$ cat config.mk
export PLATFORM = sky130hd
export DESIGN_NAME = branch_driver
export DESIGN_NICKNAME = d
export VERILOG_FILES = /design/src/rtl/branch_driver.sv
export SDC_FILE = /design/constraint.sdc
export NUM_CORES = 1
export LEC_CHECK = 0
export ABC_AREA = 0
export CORE_ASPECT_RATIO = 0.9
export CORE_MARGIN = 2
export CORE_UTILIZATION = 56
export DETAILED_ROUTE_END_ITERATION = 10
export PLACE_DENSITY = 0.87
export SKIP_LAST_GASP = 1
export SLEW_MARGIN = 10
export SYNTH_ARGS = -nofsm -noshare
export SYNTH_HDL_FRONTEND = slang
export SYNTH_SLANG_ARGS = --single-unit
$ cat constraint.sdc
create_clock -name clk -period 7.15 [get_ports clk]
set_input_delay 2.145 -clock clk [delete_from_list [all_inputs] [get_ports clk]]
set_output_delay 2.145 -clock clk [all_outputs]
set_load 0.005 [all_outputs]
$ cat src/rtl/branch_driver.sv
// branch_driver: queues resolved branch outcomes and replays each one to a
// request/result/taken branch predictor, comparing the predictor's answer with
// the real outcome and keeping saturating totals of branches and mispredicts.
module branch_driver #(
  parameter int unsigned DEPTH = 4,
  parameter int unsigned CW    = 16
) (
  input  logic          clk,
  input  logic          rst,
  input  logic          in_valid,
  input  logic          in_taken,
  output logic          in_ready,
  input  logic          run,
  input  logic          stats_clr,
  output logic          request,
  output logic          result,
  output logic          taken,
  input  logic          prediction,
  output logic [CW-1:0] total_count,
  output logic [CW-1:0] miss_count,
  output logic          last_miss,
  output logic          busy
);

  localparam int unsigned AW = $clog2(DEPTH);

  typedef enum logic [1:0] {
    IDLE = 2'd0,
    REQ  = 2'd1,
    RES  = 2'd2
  } state_t;

  state_t state, state_nx;

  logic [DEPTH-1:0] mem;
  logic [AW-1:0]    wr_ptr;
  logic [AW-1:0]    rd_ptr;
  logic [AW:0]      count;
  logic             full;
  logic             empty;
  logic             push;
  logic             pop;
  logic             cur_taken;
  logic             mispredict;

  // Occupancy is a register, so an entry written at this edge only becomes
  // visible to the pop decision at the following edge.
  assign full       = (count == (AW+1)'(DEPTH));
  assign empty      = (count == '0);
  assign in_ready   = !full;
  assign push       = in_valid && !full;
  assign mispredict = (prediction != cur_taken);
  assign busy       = (state != IDLE) || !empty;

  // Next-state logic; a pop happens only when moving into REQ.
  always_comb begin
    state_nx = state;
    pop      = 1'b0;
    case (state)
      IDLE: begin
        if (run && !empty) begin
          pop      = 1'b1;
          state_nx = REQ;
        end
      end
      REQ: begin
        state_nx = RES;
      end
      RES: begin
        if (run && !empty) begin
          pop      = 1'b1;
          state_nx = REQ;
        end else begin
          state_nx = IDLE;
        end
      end
      default: begin
        state_nx = IDLE;
      end
    endcase
  end

  // State register and registered predictor-side strobes.
  always_ff @(posedge clk) begin
    if (rst) begin
      state   <= IDLE;
      request <= 1'b0;
      result  <= 1'b0;
      taken   <= 1'b0;
    end else begin
      state   <= state_nx;
      request <= (state_nx == REQ);
      result  <= (state_nx == RES);
      taken   <= (state_nx == RES) && cur_taken;
    end
  end

  // Outcome FIFO: pointers wrap naturally because DEPTH is a power of two.
  always_ff @(posedge clk) begin
    if (rst) begin
      wr_ptr <= '0;
      rd_ptr <= '0;
      count  <= '0;
    end else begin
      if (push) begin
        mem[wr_ptr] <= in_taken;
        wr_ptr      <= wr_ptr + AW'(1);
      end
      if (pop) begin
        rd_ptr <= rd_ptr + AW'(1);
      end
      case ({push, pop})
        2'b10:   count <= count + (AW+1)'(1);
        2'b01:   count <= count - (AW+1)'(1);
        default: count <= count;
      endcase
    end
  end

  // Holds the outcome of the branch currently being replayed.
  always_ff @(posedge clk) begin
    if (rst) begin
      cur_taken <= 1'b0;
    end else if (pop) begin
      cur_taken <= mem[rd_ptr];
    end
  end

  // Statistics, updated at the edge that ends RES; clear wins over an update.
  always_ff @(posedge clk) begin
    if (rst || stats_clr) begin
      total_count <= '0;
      miss_count  <= '0;
      last_miss   <= 1'b0;
    end else if (state == RES) begin
      if (total_count != '1) begin
        total_count <= total_count + CW'(1);
      end
      if (mispredict) begin
        if (miss_count != '1) begin
          miss_count <= miss_count + CW'(1);
        end
        last_miss <= 1'b1;
      end else begin
        last_miss <= 1'b0;
      end
    end else begin
      last_miss <= 1'b0;
    end
  end

endmodule

Word-level counts from Yosys, hierarchy flattened
Cells that the tools add are included.

storage, ports and cells
  register bits after elaboration = 50
  latch bits = 0
  memory bits (writable) = 0
  bits in read-only memories = 0
  input port bits = 7
  output and inout bits = 38
  logic and storage cells = 62
  memories kept = 0

cells by class
  add/sub/neg operators = 6
  multipliers = 0
  div/mod/pow operators = 0
  order comparisons = 3
  eq/ne operators = 10
  shift operators = 0
  multiplexer cells = 12
  bitwise gates (word level) = 2
  reductions and logical operators = 17

operators by type and width
  cell                                                                          number
  16-bit by 1-bit adder with 16-bit output, second input constant               2
  16-bit != test, second input constant                                         2
  2-bit by 1-bit == test with 1-bit output, second input constant               3
  2-bit == test, second input constant                                          3
  2-bit by 3-bit less-than comparator with 1-bit output, second input constant  2
  1-bit 2-to-1 mux                                                              6
  2-bit one-hot mux with 3 select lines                                         1
  3-bit one-hot mux with 2 select lines                                         1
  2-bit by 1-bit adder with 2-bit output, second input constant                 2
  4-bit bitwise mux                                                             1
  1-bit logical AND                                                             4
  2-bit AND reduction                                                           2
  2-bit nonzero test                                                            2
  2-bit OR reduction                                                            2
  3-bit by 1-bit adder with 3-bit output, second input constant                 1
  3-bit == test, second input constant                                          1
  3-bit logical NOT                                                             1
  3-bit AND reduction                                                           1
  3-bit by 1-bit subtractor with 3-bit output, second input constant            1
  1-bit binary-select mux with 2-bit select                                     1
  1-bit demux with 2-bit select                                                 1
  2-bit by 1-bit >= comparator with 1-bit output, second input constant         1
  1-bit logical NOT                                                             2
  2-bit logical NOT                                                             1
  4 further kinds                                                               6

Depth between registers and ports, before layout
Gate-level depths: netlist of the first run.

  depth after elaboration = 7
  gate-level depth with buffers = 9
  gate-level depth less buffers = 8

Worst setup path before layout of the first run
Ideal clock, no wire load.

  path kind = input to register
  start = in run
  end = reg count[2]
  setup time = 71 ps
  arrival time = 3642 ps
  required time = 7079 ps
  path slack = 3438 ps
  stages on the path = 8
  path buffers = 1
  cells stage by stage = and3b_1 -> clkbuf_1 -> ha_1 -> inv_1 -> fa_1 -> xor2_1 -> or3_1 -> a21oi_1

between the ends
  longest elaborated chain between the ends = 5
  elaborated cells on any way between the ends = 7
  those cells by class = 2 x eq/ne; 3 x mux; 2 x reduce/logical

RTL lines
  item                                                                                line    source
  from (decl)                                                                         13      input logic run,
  1-bit logical AND (*)                                                               61, 70
  1-bit 2-to-1 mux (*)                                                                61, 70
  1-bit 2-to-1 mux (*)                                                                --
  net pop                                                                             42      logic pop;
  2-bit by 1-bit == test with 1-bit output / 2-bit == test (equally long branches)    112     case ({push, pop})
  3-bit one-hot mux with 2 select lines / 2-bit nonzero test (equally long branches)  --
  to (signal assigned)                                                                113     2'b10: count <= count + (AW+1)'(1);
  to (signal assigned)                                                                114     2'b01: count <= count - (AW+1)'(1);
  to (signal assigned)                                                                115     default: count <= count;
  to (decl)                                                                           38      logic [AW:0] count;

Mark *: on every way through the listed nets, which the timed path passes. The rest lies on a longest branch.
A chain may end at the register's enable or synchronous reset.

Final worst setup path of the first run
  start = reg count[2]
  end = out busy

between the ends
  longest elaborated chain between the ends = 3

RTL lines
  item               line  source
  3-bit logical NOT  49    assign empty = (count == '0);
  1-bit logical NOT  53    assign busy = (state != IDLE) || !empty;
  1-bit logical OR   53
  to (decl)          22    output logic busy

No other way between the ends.

==> results of run 1 <==
==> cell usage after synthesis (2+ instances only) <==
master and n:
inv_1 13, nor4_1 2, nor2b_1 3, nor3_1 6, xnor2_1 4, or3_1 11
nand4_4 2, and3_1 3, dfxtp_1 45, nand2_1 11, o31ai_1 12, xor2_1 3
ha_1 7, nor2_1 13, o21ai_0 11, o41ai_1 3, or4_1 14, nand4_1 9
a21oi_1 23, and2_1 7, clkbuf_1 6, nand3_1 11, o21a_1 3, nor4_2 2
and4_1 5, edfxtp_1 4, o311ai_0 3, o211ai_1 2
==> cell type report <==
type,count,share of cell area [%]
Multi-Input combinational cell,190,43.9
Clock inverter,1,0.991
Sequential cell,49,33.7
Timing Repair Buffer,46,15.0
Clock buffer,7,2.85
Tap cell,48,1.98
Inverter,13,1.61
==> routing by layer <==
| layer | up-vias | wire length [um] | track usage [%] |
|---|---|---|---|
| met4 | 0 | 61 | 8.41 |
| met2 | 49 | 2510 | 38.8 |
| met1 | 1047 | 2470 | 30.1 |
| met5 | - | 0 | 0 |
| met3 | 7 | 225 | 4.69 |
| li1 | 1087 | - | - |
==> worst max-delay path, delay by kind of cell, from the launching register on <==
kind	cells	cell delay, ns
simple gates	2	0.73
buf+inv	1	0.45
flops	1	0.35
==> how the worst max path moves through the flow <==
stage	startpoint	to	slack (ns)	cells past startpoint
2_1_floorplan	run	count[2]	3.44	8
3_3_place_gp	run	count[2]	3.00	8
3_5_place_dp	run	count[2]	2.92	8
4_1_cts	count[2]	busy	3.17	3
5_1_grt	count[2]	busy	3.09	3
6_report	count[2]	busy	3.17	3
==> report_power, final <==
group	switching, mW	total (mW)	internal [mW]
sequential	0.0199	0.316	0.296
combinational	0.0637	0.129	0.0654
clock	0.0920	0.206	0.114
total	0.176	0.651	0.476
==> metrics by stage <==
stage / setup WS, ns / std cells / power [mW] / instance area (sq um)
2_1_floorplan: 3.44 / 261 / 0.406 / 2450
3_5_place_dp: 2.92 / 346 / 0.447 / 2920
6_report: 3.17 / 354 / 0.651 / 3030
4_1_cts: 3.17 / 354 / 0.654 / 3030
5_1_grt: 3.09 / 354 / 0.685 / 3030
3_3_place_gp: 3.00 / 346 / 0.442 / 2920
==> cell families (layout without fill, tap and decap cells) <==
logic type | after synthesis | count (layout) | synth area share, %
flip-flops | 49 | 49 | 41.7
adder cells (fa/ha/maj) | 8 | 8 | 4.40
AO/OA/AOI/OAI | 64 | 64 | 17.3
buffers and inverters | 22 | 67 | 3.89
XOR/XNOR | 8 | 8 | 3.17
multiplexers | 2 | 2 | 1.33
AND/OR/NAND/NOR | 108 | 108 | 28.1
==> state kept, by name, summed over array words and instances, names as in the netlist <==
name / count
miss_count: 16
total_count: 16
mem: 4
count: 3
rd_ptr: 2
wr_ptr: 2
cur_taken: 1
last_miss: 1
request: 1
result: 1
state: 1
taken: 1
==> flow_summary.json, run 1 <==
{
  "hp-class": "reg2reg",
  "crit_fanout": 4,
  "r2r-end": "total_count[7]",
  "fp.dieH_um": 66.7,
  "area_growth_pct": 23.9,
  "drt_iter0_markers": 153,
  "clock_path_buffers": 2,
  "path_clk_slew_ns": 0.09,
  "report.final.slew_viol_count": 0,
  "r2r_setup_slack_ns": 4.59,
  "post-route-min-period_ns": 3.98,
  "cp.arrival_ns": 1.83,
  "worstSkewPairLatency_ns": 0.30,
  "final_cell_mix": "dfxtp_1, clkdlybuf4s50_1, a21oi_1",
  "syn_area_per_cell_sq_um": 9.37,
  "power_density_mw_per_mm2": 215,
  "synth_cell_type_count": 51,
  "clock_sinks": 49,
  "synthArstFlopShare_pct": 0,
  "antenna_cells": 0,
  "rows": 22,
  "grt_pass1_vias": 2027,
  "synth_largest_area_cell": "dfxtp_1",
  "worst_pin_slew_ns": 0.904,
  "post_cts_resized": 0,
  "multiInputGateArea_sq_mm": 0.00133,
  "netlist_instances": 261,
  "synth_area_sq_mm": 0.00245,
  "crit_chain": "or3_1 -> or3_1 -> clkdlybuf4s50_1",
  "post-cts-setup-buffer-count": 0,
  "hold_buffers": 0,
  "hold_end": "result",
  "die_w_um": 73.7,
  "grt_usage_pct": 23.4,
  "min_period_over_period_pct": 55.6,
  "holdPathStages": 1,
  "dp_hpwl_um": 3600,
  "p_leak_nw": 0.978,
  "mostFrequentLayoutCell": "dfxtp_1",
  "vias": 2190,
  "detail_route.vias_per_cell": 6.19,
  "drc_errors": 0,
  "first_pass_iters": 4,
  "routedWlPerCell_um": 14.9,
  "finalSetupViolCount": 0,
  "final_hold_viol_count": 0,
  "worstPathRequired_ns": 5.01,
  "worstSetupEndpointType": "output pin",
  "grt-ovfl-total": 0,
  "ys.flop_type": "dfxtp_1",
  "h-tree-depth": 2,
  "clock.fmax_mhz": 251,
  "fillerInstances": 317,
  "gp_congestion": 0.822,
  "max-slew-margin-rel_pct": 39.6,
  "r2r_start": "result",
  "setup_tns_ns": 0,
  "die_area_sq_mm": 0.00491,
  "ir_worst_vdd_v": 0.000142,
  "crit_slowest_cell": "clkdlybuf4s50_1",
  "core-area_sq_mm": 0.00413,
  "grt_pass1_wl_um": 8970,
  "antenna_found_initial": 0,
  "start_kind": "flop",
  "final_nets": 320,
  "cts-root-buf": "clkbuf_8",
  "netlist.area_leader.share_pct": 36.8,
  "seqCellArea_sq_mm": 0.00102,
  "initial_core_util_pct": 59.2,
  "whs_ns": 0.496,
  "drt_wl_total_um": 5270,
  "fin_skew_ns": 0.00534,
  "synthTopCellsByArea": "dfxtp_1, edfxtp_1, a21oi_1, or4_1, o31ai_1",
  "ys_warn_count": 0,
  "tritoncts": "yes",
  "crit_top_cell": "or3_1",
  "status": "completed",
  "rsz0062_at_grt": "no",
  "io-pin-count": 45,
  "drive_above_1_share_pct": 6.54,
  "slowest_delay_ns": 0.45,
  "synth.ff_latch_count": 49,
  "critPathKind": "reg2out",
  "fin_util_pct": 73.4,
  "numCtsBuffers": 5,
  "reg2reg_depth": 4,
  "ys_seq_area_share_pct": 41.7,
  "syn_nets": 276,
  "min_from": "result",
  "drv_cap": 0,
  "synth_edf_count": 4,
  "io_buffers": 44,
  "grt_max_degree": 28,
  "ant_nets": 0
}
(Power assumes the default switching activity.)
==> run 2, diff against run 1 <==
Settings changed: CORE_UTILIZATION 56 to 47, PLACE_DENSITY 0.87 to 0.78.
Clock period 7.15 ns to 3.3 ns, I/O delays scaled along.
==> run 2 against run 1 <==
Combinational power is 120% higher. Total power is 110% higher. Cell count is 5.6% higher. Setup slack worse by 2.7 ns. Non-clock buffer count is 3 higher. Flip-flop and latch count stayed put. First-iteration DRC count is 28% lower. Largest power group unchanged. Sequential share of layout area is 0.37 points lower.
==> flow_summary.json, run 2 (synthesis gave the netlist of run 1 again) <==
{
  "design_area_sq_mm": 0.00307,
  "rsz0062_at_grt": "no",
  "endpoint": "busy",
  "clock_path_buffers": 2,
  "numCtsBuffers": 5,
  "report.final.slew_viol_count": 0,
  "ant_nets": 0,
  "top_regs": "miss_count (16), total_count (16), mem (4)",
  "h-tree-depth": 2,
  "dp_slack_ns": 0.245,
  "cts-root-buf": "clkbuf_8",
  "drc_errors": 0,
  "r2r_setup_slack_ns": 0.97,
  "start_kind": "flop",
  "worstSetupEndpointType": "output pin",
  "drt_wl_total_um": 5070,
  "initial_core_util_pct": 49.7,
  "crit_chain": "or3_1 -> or3_1 -> clkdlybuf4s50_1",
  "power_mw": 1.37,
  "antenna_cells": 0,
  "dp_hpwl_um": 3770,
  "die_area_sq_mm": 0.00580,
  "critPathKind": "reg2out",
  "first_pass_iters": 4,
  "post_cts_resized": 0,
  "grt_usage_pct": 18.7,
  "worstPathRequired_ns": 2.31,
  "r2r-end": "count[2]",
  "final_nets": 323,
  "clock_sinks": 49,
  "core-area_sq_mm": 0.00492,
  "antenna_found_initial": 0,
  "whs_ns": 0.496,
  "detail_route.vias_per_cell": 5.71,
  "fillerInstances": 422,
  "p_leak_nw": 0.988,
  "r2r_start": "count[2]",
  "gp_congestion": 0.804,
  "path_clk_slew_ns": 0.08,
  "io_buffers": 44,
  "status": "completed",
  "tritoncts": "yes",
  "min_period_over_period_pct": 85.0,
  "slowest_delay_ns": 0.45,
  "post-route-min-period_ns": 2.80,
  "clock.fmax_mhz": 357,
  "worstSkewPairLatency_ns": 0.29,
  "setup_tns_ns": 0,
  "crit_top_cell": "or3_1",
  "seqCellArea_sq_mm": 0.00102,
  "grt-ovfl-total": 0,
  "drive_above_1_share_pct": 7.12,
  "drt_iter0_markers": 110,
  "hold_buffers": 0,
  "grt_pass1_wl_um": 8660,
  "fin_skew_ns": 0.00818,
  "mostFrequentLayoutCell": "dfxtp_1",
  "io-pin-count": 45,
  "finalSetupViolCount": 0,
  "post-cts-setup-buffer-count": 0,
  "final_cell_mix": "dfxtp_1, clkdlybuf4s50_1, a21oi_1",
  "die_w_um": 80.0,
  "worst_pin_slew_ns": 0.566,
  "ir_worst_vdd_v": 0.000330,
  "layout_setup_ws_ns": 0.495,
  "hp-class": "reg2reg",
  "grt_max_degree": 21,
  "multiInputGateArea_sq_mm": 0.00133,
  "routedWlPerCell_um": 13.6,
  "area_growth_pct": 25.3,
  "placed_cells": 366,
  "fin_util_pct": 62.2,
  "fp.dieH_um": 72.4,
  "vias": 2135,
  "critical_path.startpoint": "count[2]",
  "placed_area_sq_mm": 0.00296,
  "drv_cap": 0,
  "reg2reg_depth": 8,
  "fin_cells": 374,
  "rows": 24,
  "crit_slowest_cell": "clkdlybuf4s50_1",
  "max-slew-margin-rel_pct": 62.0,
  "crit_fanout": 4,
  "power_density_mw_per_mm2": 446,
  "grt_pass1_vias": 1919,
  "final_hold_viol_count": 0,
  "cp.arrival_ns": 1.81
}
run 2: report_power, final:
group / internal [mW] / switching (mW) / total [mW]
logic: 0.144 / 0.134 / 0.278
registers: 0.642 / 0.0394 / 0.681
clock network: 0.224 / 0.183 / 0.407
run 2: cell type report:
cell class | instances | area share [%]
Multi-Input combinational cell | 190 | 43.4
Sequential cell | 49 | 33.3
Timing Repair Buffer | 49 | 15.6
Tap cell | 65 | 2.65
Clock buffer | 6 | 2.37
Inverter | 13 | 1.59
Clock inverter | 2 | 1.10
run 2: how the worst min path moves through the flow:
stage / slack (ns) / startpoint / cells past startpoint / to
finish: 0.50 / result / 1 / result
global route: 0.54 / result / 1 / result
CTS: 0.50 / result / 1 / result
detailed placement: 0.49 / result / 1 / result
global placement: 0.48 / result / 1 / result
floorplan: 0.46 / result / 1 / result
run 2: per-layer routing:
| metal | part of all wire (%) | wire [um] | track usage [%] | vias to the layer above |
|---|---|---|---|---|
| met5 | 0 | 0 | 0 | - |
| met4 | 0.81 | 41 | 5.46 | 0 |
| met3 | 5.4 | 272 | 4.23 | 4 |
| met2 | 46 | 2330 | 31.0 | 46 |
| met1 | 48 | 2430 | 24.4 | 997 |
| li1 | - | - | - | 1088 |
run 2: worst max-delay path, delay by kind of cell (launching register included):
kind	cells	cell delay, ns
AND/OR/NAND/NOR	2	0.74
flip-flops	1	0.34
buffers and inverters	1	0.45
==> edit (config.mk and constraints of run 1) <==
Encoding of `state_t`: now one-hot (3 bits for 3 states).
--- a/src/rtl/branch_driver.sv
+++ b/src/rtl/branch_driver.sv
@@ -25,8 +25,8 @@
   localparam int unsigned AW = $clog2(DEPTH);
 
-  typedef enum logic [1:0] {
-    IDLE = 2'd0,
-    REQ  = 2'd1,
-    RES  = 2'd2
+  typedef enum logic [2:0] {
+    IDLE = 3'b001,
+    REQ  = 3'b010,
+    RES  = 3'b100
   } state_t;
 
Behaviour: no difference found for any inputs over 10 cycles, from zero or initial values and one cycle with rst high; not proved beyond that.
==> edit against run 1 <==
Clock power decreased by 4%; sequential cell count grew 2; core utilization is essentially flat; area after synthesis grew 0.77%; critical path type unchanged; sequential power rose by 4%; worst setup slack lost 0.30 ns; wire length grew 3.1%; sequential share of layout area up 1.1 points; power fell by 0.50%; largest cell class unchanged; design area increased by 0.70%.
==> edit: results (changes against run 1) <==
[synthesis]
yosysSeqAreaShare = 0.430  ; +0.0131
synth_nets = 288  ; +4.3%
synthTopCellsByCount = dfxtp_1, a21oi_1, nand2_1
synthTopCellsByArea = dfxtp_1, edfxtp_1, a21oi_1
synthCells = 273  ; +4.6%
yosysUniqueCellTypes = 41  ; -20%

[critical_path]
critPathArrivalTime_ns = 2.13  ; +0.30 ns
cpPeakStageDelay_ns = 0.64  ; +0.19 ns
reg2reg_depth = 8  ; +4
timing.rr.start = count[2]
reg2reg_slack_ns = 4.77  ; +0.18 ns

[run_status]
status = finished clean

[place]
routabilityCongestion = 0.815  ; -0.84%
pre_cts_ws_ns = 2.81  ; -0.116 ns
dp_hpwl_mm = 3.88  ; +7.8%

[min_path]
hold_end = miss_count[12]
whs_path_depth = 2  ; +1
min-delay-start = miss_count[12]

[layout]
drive_gt1_frac = 0.0508  ; -0.0146
fin_nets = 329  ; +2.8%

[grt]
globalRouteTotalUtil = 0.235  ; +0.000711
grt_pass1_wl_mm = 9.11  ; +1.5%

[timing]
max_slew_margin = 0.306  ; -0.0902

[power]
switching_share = 0.265  ; -0.00431
vdd_ir_drop_max_v = 0.000216  ; +52%

[route]
wl_met2_mm = 2.63  ; +4.7%
wl_met1_mm = 2.54  ; +2.9%
vias_per_cell = 6.06  ; -2.1%
drt-total-wl_mm = 5.44  ; +3.1%

-- edit: changes by cell type in the layout (fill, tap and decap cells not counted), sizes merged, moves of 3 or more --
cell / delta
and4: -4
nor4: +6
mux2i: +3
nand2: +7
or3: +4
nand4: -3
-- edit: layout make-up --
type	count	share of cell area
Timing Repair Buffer	45	0.147
Inverter	11	0.0135
Clock buffer	5	0.0225
Multi-Input combinational cell	200	0.432
Sequential cell	51	0.348
Tap cell	60	0.0246
Clock inverter	3	0.0127
-- edit: how the worst max path moves through the flow --
stage	from	endpoint	slack, ns	depth (start not counted)
floorplan	run	count[2]	3.29	9
global placement	run	count[2]	2.87	9
detailed placement	run	count[2]	2.81	9
CTS	count[2]	busy	2.86	3
global route	count[2]	busy	2.80	3
finish	count[2]	busy	2.87	3
-- edit: cells by family (layout without fill, tap and decap cells) --
group,count (synthesis),in the layout,synth area share
flip-flops,51,51,0.430
buffers and inverters,22,64,0.0340
multiplexers,5,5,0.0254
adder cells (fa/ha/maj),8,8,0.0437
AND/OR/NAND/NOR,118,118,0.280
AO/OA/AOI/OAI,62,62,0.162
XOR/XNOR,7,7,0.0249
-- edit: power groups by stage --
| stage | sequential (uW) | clock, uW | combinational, uW |
|---|---|---|---|
| CTS | 330 | 200 | 123 |
| finish | 329 | 198 | 121 |
| detailed placement | 336 | 0 | 121 |
| global route | 333 | 212 | 136 |
| floorplan | 330 | 0 | 86.1 |
| global placement | 335 | 0 | 117 |
-- edit: worst min-delay path, cell delays in order, from the launching register on --
cell and delay [ns]:
dfxtp_1 0.34, nand2_1 0.06, mux2i_1 0.06
-- edit: metrics by stage --
stage                      util  instance area (um^2)  hold slack (ns)
after floorplan               -                  2460            0.462
after global placement    0.709                  2950            0.476
after detailed placement  0.709                  2950            0.481
after CTS                 0.734                  3050            0.494
after global routing      0.734                  3050            0.545
final                     0.734                  3050            0.493
-- edit: metal layers --
metal  GRT usage  up-vias
met5           0        -
met4      0.0818        0
met3      0.0439        6
met2       0.384       61
met1       0.310     1085
li1            -     1120
